## src/rtl/serial_sub.sv

```systemverilog
// Bit-serial WIDTH-bit subtractor (diff = a - b), LSB first, start/busy/done handshake.
// Optional signed-overflow output ovf is enabled by defining SERIAL_SUB_OVF_EN.
module serial_sub #(
  parameter int WIDTH = 8
) (
  input  logic             clk,
  input  logic             rst,
  input  logic             start,
  input  logic [WIDTH-1:0] a,
  input  logic [WIDTH-1:0] b,
  output logic             busy,
  output logic             done,
  output logic [WIDTH-1:0] diff,
  output logic             borrow_out
`ifdef SERIAL_SUB_OVF_EN
  ,
  output logic             ovf
`endif
);

  localparam int CW = $clog2(WIDTH + 1);
  localparam logic [CW-1:0] CNT_ZERO = CW'(0);
  localparam logic [CW-1:0] CNT_ONE  = CW'(1);
  localparam logic [CW-1:0] CNT_LAST = CW'(WIDTH - 1);

  typedef enum logic [1:0] {
    ST_IDLE  = 2'd0,
    ST_SHIFT = 2'd1,
    ST_DONE  = 2'd2
  } state_t;

  state_t           state_r;
  logic [WIDTH-1:0] sa_r;
  logic [WIDTH-1:0] sb_r;
  logic             br_r;
  logic [CW-1:0]    cnt_r;
`ifdef SERIAL_SUB_OVF_EN
  logic [1:0]       msb_r;   // {a MSB, b MSB} of the captured operands
`endif

  logic d_s;
  logic bnext_s;
  logic last_s;

  // Full-subtract cell: difference bit
  function automatic logic sub_diff(input logic x, input logic y, input logic bin);
    return x ^ y ^ bin;
  endfunction

  // Full-subtract cell: borrow out
  function automatic logic sub_borrow(input logic x, input logic y, input logic bin);
    return (~x & y) | (~(x ^ y) & bin);
  endfunction

  // Per-bit datapath on the current LSBs of the shift registers
  always_comb begin
    d_s     = sub_diff(sa_r[0], sb_r[0], br_r);
    bnext_s = sub_borrow(sa_r[0], sb_r[0], br_r);
    last_s  = (cnt_r == CNT_LAST);
  end

  // Control FSM, operand shifters, and registered result outputs
  always_ff @(posedge clk or posedge rst) begin
    if (rst) begin
      state_r    <= ST_IDLE;
      sa_r       <= {WIDTH{1'b0}};
      sb_r       <= {WIDTH{1'b0}};
      br_r       <= 1'b0;
      cnt_r      <= CNT_ZERO;
      busy       <= 1'b0;
      done       <= 1'b0;
      diff       <= {WIDTH{1'b0}};
      borrow_out <= 1'b0;
`ifdef SERIAL_SUB_OVF_EN
      msb_r      <= 2'b00;
      ovf        <= 1'b0;
`endif
    end else begin
      case (state_r)
        ST_IDLE: begin
          if (start) begin
            sa_r    <= a;
            sb_r    <= b;
            br_r    <= 1'b0;
            cnt_r   <= CNT_ZERO;
            busy    <= 1'b1;
            state_r <= ST_SHIFT;
`ifdef SERIAL_SUB_OVF_EN
            msb_r   <= {a[WIDTH-1], b[WIDTH-1]};
`endif
          end else begin
            state_r <= ST_IDLE;
          end
        end
        ST_SHIFT: begin
          // Result bits enter at the MSB so the first (LSB) bit lands at bit 0
          diff  <= {d_s, diff[WIDTH-1:1]};
          sa_r  <= {1'b0, sa_r[WIDTH-1:1]};
          sb_r  <= {1'b0, sb_r[WIDTH-1:1]};
          br_r  <= bnext_s;
          cnt_r <= cnt_r + CNT_ONE;
          if (last_s) begin
            borrow_out <= bnext_s;
            busy       <= 1'b0;
            done       <= 1'b1;
            state_r    <= ST_DONE;
`ifdef SERIAL_SUB_OVF_EN
            // d_s is the final MSB of diff on this edge
            ovf        <= (msb_r[1] != msb_r[0]) && (d_s != msb_r[1]);
`endif
          end else begin
            state_r <= ST_SHIFT;
          end
        end
        ST_DONE: begin
          done    <= 1'b0;
          state_r <= ST_IDLE;
        end
        default: begin
          busy    <= 1'b0;
          done    <= 1'b0;
          state_r <= ST_IDLE;
        end
      endcase
    end
  end

endmodule

```

## config.mk

```make
export PLATFORM = sky130hd
export DESIGN_NAME = serial_sub
export DESIGN_NICKNAME = d
export VERILOG_FILES = /design/src/rtl/serial_sub.sv
export SDC_FILE = /design/constraint.sdc
export NUM_CORES = 1
export LEC_CHECK = 0
export BUFFER_PORTS_ARGS = -buffer_cell sky130_fd_sc_hd__clkbuf_2
export CAP_MARGIN = 20
export CORE_MARGIN = 2
export CORE_UTILIZATION = 40
export DETAILED_ROUTE_END_ITERATION = 10
export SETUP_SLACK_MARGIN = 0.02
export SLEW_MARGIN = 20
export SYNTH_ARGS = -nofsm -noshare
export SYNTH_HDL_FRONTEND = slang
export SYNTH_SLANG_ARGS = --single-unit
```

## constraint.sdc

```tcl
create_clock -name clk -period 2.8 [get_ports clk]
set_input_delay 0.56 -clock clk [delete_from_list [all_inputs] [get_ports clk]]
set_output_delay 0.56 -clock clk [all_outputs]
set_load 0.02 [all_outputs]
```

# After elaboration in Yosys (flattened, before gate mapping)
# Index checks and enable logic that the tools add are counted.
classes:
  n_addsub: 1
  multipliers: 0
  n_div: 0
  n_lt_le_gt_ge: 0
  eq_ne: 5
  n_shift: 0
  n_mux: 16
  n_bitwise: 9
  n_reduce_logical: 6
ops:
  columns: ["operator", "n"]
  rows:
  - ["8-bit one-hot mux with 2 select lines", 2]
  - ["8-bit 2-to-1 mux", 2]
  - ["4-bit one-hot mux with 2 select lines", 1]
  - ["2-bit AND reduction", 3]
  - ["1-bit 2-to-1 mux", 5]
  - ["4-bit by 1-bit adder with 4-bit output, second input constant", 1]
  - ["4-bit by 3-bit equality test with 1-bit output, second input constant", 1]
  - ["4-bit 2-to-1 mux", 1]
  - ["2-bit != test, second input constant", 2]
  - ["1-bit inverter", 4]
  - ["1-bit one-hot mux with 2 select lines", 2]
  - ["2-bit one-hot mux with 2 select lines", 1]
  - ["1-bit one-hot mux with 3 select lines", 1]
  - ["3-bit AND reduction", 1]
  - ["1-bit bitwise AND", 2]
  - ["2-bit by 1-bit equality test with 1-bit output, second input constant", 1]
  - ["2-bit equality test, second input constant", 1]
  - ["2-bit logical NOT", 1]
  - ["2-bit 2-to-1 mux", 1]
  - ["2-bit nonzero test", 1]
  - ["1-bit bitwise XOR", 2]
  - ["1-bit OR", 1]
word_totals:
  ff_bits: 34
  latchBits: 0
  ramBits: 0
  mem_bits_ro: 0
  out_inout_bits: 11
  elab_cells: 46
  n_memories: 0

# Logic depth before layout (Yosys ltp)
logic_depth:
  word_depth: 5
  mapped_depth: 6

# Worst setup path after synthesis
# Ideal clock, no wire load.
synth_timing:
  kind: "flip-flop to flip-flop"
  from: "register state_r[0]"
  to: "register sa_r[0]"
  arrival_time_ns: 1.040
  t_required_ns: 2.676
  path_slack_ns: 1.637
  stages_incl_launch_ff: 7
  path_buffers: 3
  period_less_slack_ns: 1.163
  cell_sequence: "dfrtp_1 -> buf_6 -> nand2b_1 -> buf_6 -> buf_12 -> mux2i_1 -> o21ai_1"
synth_between:
  elab_chain_len: 3
  word_cells_on_any_way: 6
  cone_classes: "eq/ne (2); mux (1); reduce/logical (3)"
synth_rtl:
  columns: ["item", "line", "source"]
  rows:
  - ["from (decl)", "32", "state_t state_r;"]
  - ["from (signal assigned)", "65", "state_r <= ST_IDLE;"]
  - ["from (signal assigned)", "87", "state_r <= ST_SHIFT;"]
  - ["from (signal assigned)", "92", "state_r <= ST_IDLE;"]
  - ["2-bit by 1-bit equality test with 1-bit output or 2-bit logical NOT (tied branches)", "79", "case (state_r)"]
  - ["2-bit nonzero test (no line) or 2-bit != test (tied branches)", null, null]
  - ["2-bit AND reduction (no line)", null, null]
  - ["to (signal assigned)", "66", "sa_r <= {WIDTH{1'b0}};"]
  - ["to (signal assigned)", "98", "sa_r <= {1'b0, sa_r[WIDTH-1:1]};"]
  - ["to (decl)", "33", "logic [WIDTH-1:0] sa_r;"]
# Parallel ways exist; a longest one is shown, timed or not.
# A chain may end at the register's enable or synchronous reset.

# Worst setup path after layout
layout_timing:
  from: "register state_r[0]"
  to: "register cnt_r[3]"
layout_between:
  elab_chain_len: 3
  word_cells_on_any_way: 6
  cone_classes: "eq/ne (2); mux (1); reduce/logical (3)"
layout_rtl:
  columns: ["item", "line", "source"]
  rows:
  - ["2-bit by 1-bit equality test with 1-bit output or 2-bit logical NOT (tied branches)", "79", null]
  - ["2-bit nonzero test (no line) or 2-bit != test (tied branches)", null, null]
  - ["2-bit AND reduction (no line)", null, null]
  - ["to (signal assigned)", "101", "cnt_r <= cnt_r + CNT_ONE;"]
  - ["to (decl)", "36", "logic [CW-1:0] cnt_r;"]
# Parallel ways exist; a longest one is shown, timed or not.

==> impl_results.md <==
* Max Freq at 0.5737 GHz
* Setup crit end kind: flip-flop
* Adder-cell area share of the yosys netlist at 2.152%
* Area grow syn2layout at 15.15%
* Post-CTS Hold Buffers at 0
* Initial Utilization at approximately two fifths
* Final min period at ~1.7 ns
* Startpoint types: flip-flop
* Rows at 22
* Drt initial violations at 27
* Fin. max-slew vios at 0
* Yosys warnings at 0
* N_diodes at 0
* IO Pins at 30
* Final Hold Vio Count at 0
* CTS resizes at 0
* Simple-gate portion of the synthesized area at between 15 and 20%
* Total track usage at 14.40%
* P_leak at 0.8611 nW
* Hold crit path type: primary input to async pin
* Drt pass-1 iters at 4
* VDD IR-drop max at around 0.00053 V
* Hpwl dp at ~1900 um
* Layout cell share with drive strength beyond 1 at between 20% and 30%
* CTS clk-pin slew, worst paths at about 0.060 ns
* Main combinational cell family by area after synthesis: simple AND/OR/NAND/NOR gates
* WP data required at about 3.0 ns
* Vias per Instance at ~4.8
* Overflow after GRT at 0
* Power density over the cells at roughly 1200 nW/um^2
* Arrival time at the worst endpoint at between 1.5 and 2 ns
* Root buf cell: clkbuf_8
* Die Ht at 65.47 um
* Final setup fails at 0
* Antenna violations before repair at 0
* Status: finished, final reports clean
* Post-synthesis compound-gate area fraction at 10.51%
* Die area at ~4300 sq um
* Register area share after synthesis at between 50 and 60%
* Vias at about 1100
* Ranking of synthesized cells by area: dfrtp_1 (56%), nand2_1 (10%), mux2i_1 (9.3%)
* Routed wire length at approximately 2700 um
* DP Worst Slack at 1.075 ns
* Worst setup margin at 1.057 ns
* Cell count after synthesis at between 100 and 150
* WS Path Type: flip-flop to flip-flop
* Nets@finish at 195
* Post-synthesis xor/xnor area fraction at 0%
* Max Root-Sink Buffers at 2
* Total CTS buffers at 5
* Most frequent cells after synthesis: nand2_1 (42), dfrtp_1 (34), mux2i_1 (14), o21ai_1 (12)
* Mux contribution to synthesized area at between 10% and 20%
* Placed cell area at roughly 1700 sq um
* Ys async rst share at 100.0%
* Worst skew pair latency at roughly 0.28 ns
* Routed len/inst at around 12 um
* Residual DRC at 0
* Synth Register Bits at 34
* Vias in the first global route at 1062
* CTS tree: yes
* Post-synth EDFFs at 0
* Period utilization at between 60% and 70%
* Final Cell Area at between 1500 and 2000 sq um
* Port buffer count at 29
* Most common cell in the netlist: nand2_1
* Post-CTS setup buffer count at 0
* CORE AREA at 3633 sq um
* Worst Tran Pin Value at about 0.73 ns
* Largest net degree at the start of global routing at 37
* Mapped Area at around 1500 sq um
* DRT antenna net count at 0
* Most area-hungry cell type in the Yosys netlist: dfrtp_1
* CP max FO at 13
* Max Cap Viol at 0
* Post-synth top flop: dfrtp_1
* RSZ-0062 raised after global routing: no
* Final setup TNS at 0 ns
* Synth cell types at 23
* CTS H-tree lvls at 2
* WHS at between 0.3 and 0.4 ns
* Final clock skew at approximately 0.0019 ns
* First-pass GRT wire length at approximately 4700 um
* Worst slew margin at between 50% and 60%
* Die X at ~65 um
* Syn Area/Cell at ~10 sq um
* Synth top area share at between 50% and 60%
* Final GP Congestion at 0.7855
* Clock sink count at 34
* Syn_nets at around 170
final timing paths:
| check | start | end | slack, ns | cells after the start |
|---|---|---|---|---|
| worst min-delay path | rst | diff[5]$_DFFE_PP0P_ | 0.35 | 3 |
| min in group clk | sb_r[1]$_DFFE_PP0P_ | sb_r[1]$_DFFE_PP0P_ | 0.49 | 2 |
| worst min register to register | sb_r[1]$_DFFE_PP0P_ | sb_r[1]$_DFFE_PP0P_ | 0.49 | 2 |
| max in group asynchronous | rst | state_r[0]$_DFF_PP0_ | 2.15 | 3 |
| worst max-delay path | state_r[0]$_DFF_PP0_ | cnt_r[3]$_DFFE_PP0P_ | 1.06 | 4 |
| worst max register to register | state_r[0]$_DFF_PP0_ | cnt_r[3]$_DFFE_PP0P_ | 1.06 | 4 |
flip-flops by register name, summed over array words and instances, names as in the netlist:
name and flops:
borrow_out 1, br_r 1, busy 1, cnt_r 4
diff 8, done 1, sa_r 8, sb_r 8
state_r 2
routing by layer:
metal  up-vias  track usage (%)  part of all wire, %
met5         -                0                    0
met4         0            3.906                  1.3
met3         5            4.795                  6.0
met2        30            23.85                   47
met1       503            18.07                   45
li1        534                -                    -
through the flow:
stage / total power, mW / utilization (%) / cells
floorplan: 1.649 / - / 144
global placement: 1.767 / 45.80 / 215
detailed placement: 1.809 / 45.80 / 215
CTS: 2.142 / 47.90 / 222
global route: 2.305 / 47.90 / 222
finish: 2.101 / 47.90 / 222
where the power goes:
part           internal [mW]  total (mW)  switching, mW
registers              0.720       0.883          0.162
logic                  0.369       0.893          0.524
clock network          0.171       0.325          0.154
total                   1.26        2.10          0.840
cells in the final DEF (no fill, tap or decap):
cell type / Yosys / final
dfrtp_1: 34 / 34
fa_1: 1 / 1
nor2_1: 3 / 3
buf_4: 0 / 2
a21oi_1: 5 / 5
nand2b_1: 1 / 1
o21bai_4: 1 / 1
or3_1: 1 / 1
and2b_1: 1 / 1
mux2i_1: 14 / 14
inv_1: 4 / 4
clkbuf_8: 0 / 5
clkbuf_1: 0 / 2
o21ai_0: 4 / 4
and3b_1: 1 / 1
mux2_2: 1 / 1
ha_1: 1 / 1
nand2_1: 42 / 42
nand3b_1: 2 / 2
o21ai_1: 12 / 12
a22o_1: 4 / 4
nand3_1: 3 / 3
clkbuf_2: 0 / 29
nor3b_1: 1 / 1
logic make-up (layout without fill, tap and decap cells):
kind of cell             Yosys count  after routing
AO/OA/AOI/OAI                     26             26
adder cells (fa/ha/maj)            2              2
buffers and inverters             12             42
flip-flops                        34             34
multiplexers                      15             15
AND/OR/NAND/NOR                   55             55
worst max-delay path: stages, from the launching register on:
cell and delay [ns]:
dfrtp_1 0.52, nand2b_1 0.39, buf_4 0.34, or3_1 0.35, nand3_1 0.08
final cells by class:
cell class                      count  area (sq um)
Inverter                            4         15.01
Fill cell                         370          1893
Clock buffer                        7         76.32
Tap cell                           48         60.06
Timing Repair Buffer               31         160.2
Multi-Input combinational cell     98         578.1
Sequential cell                    34         850.8
No activity file was read; power rests on OpenSTA's default activity.
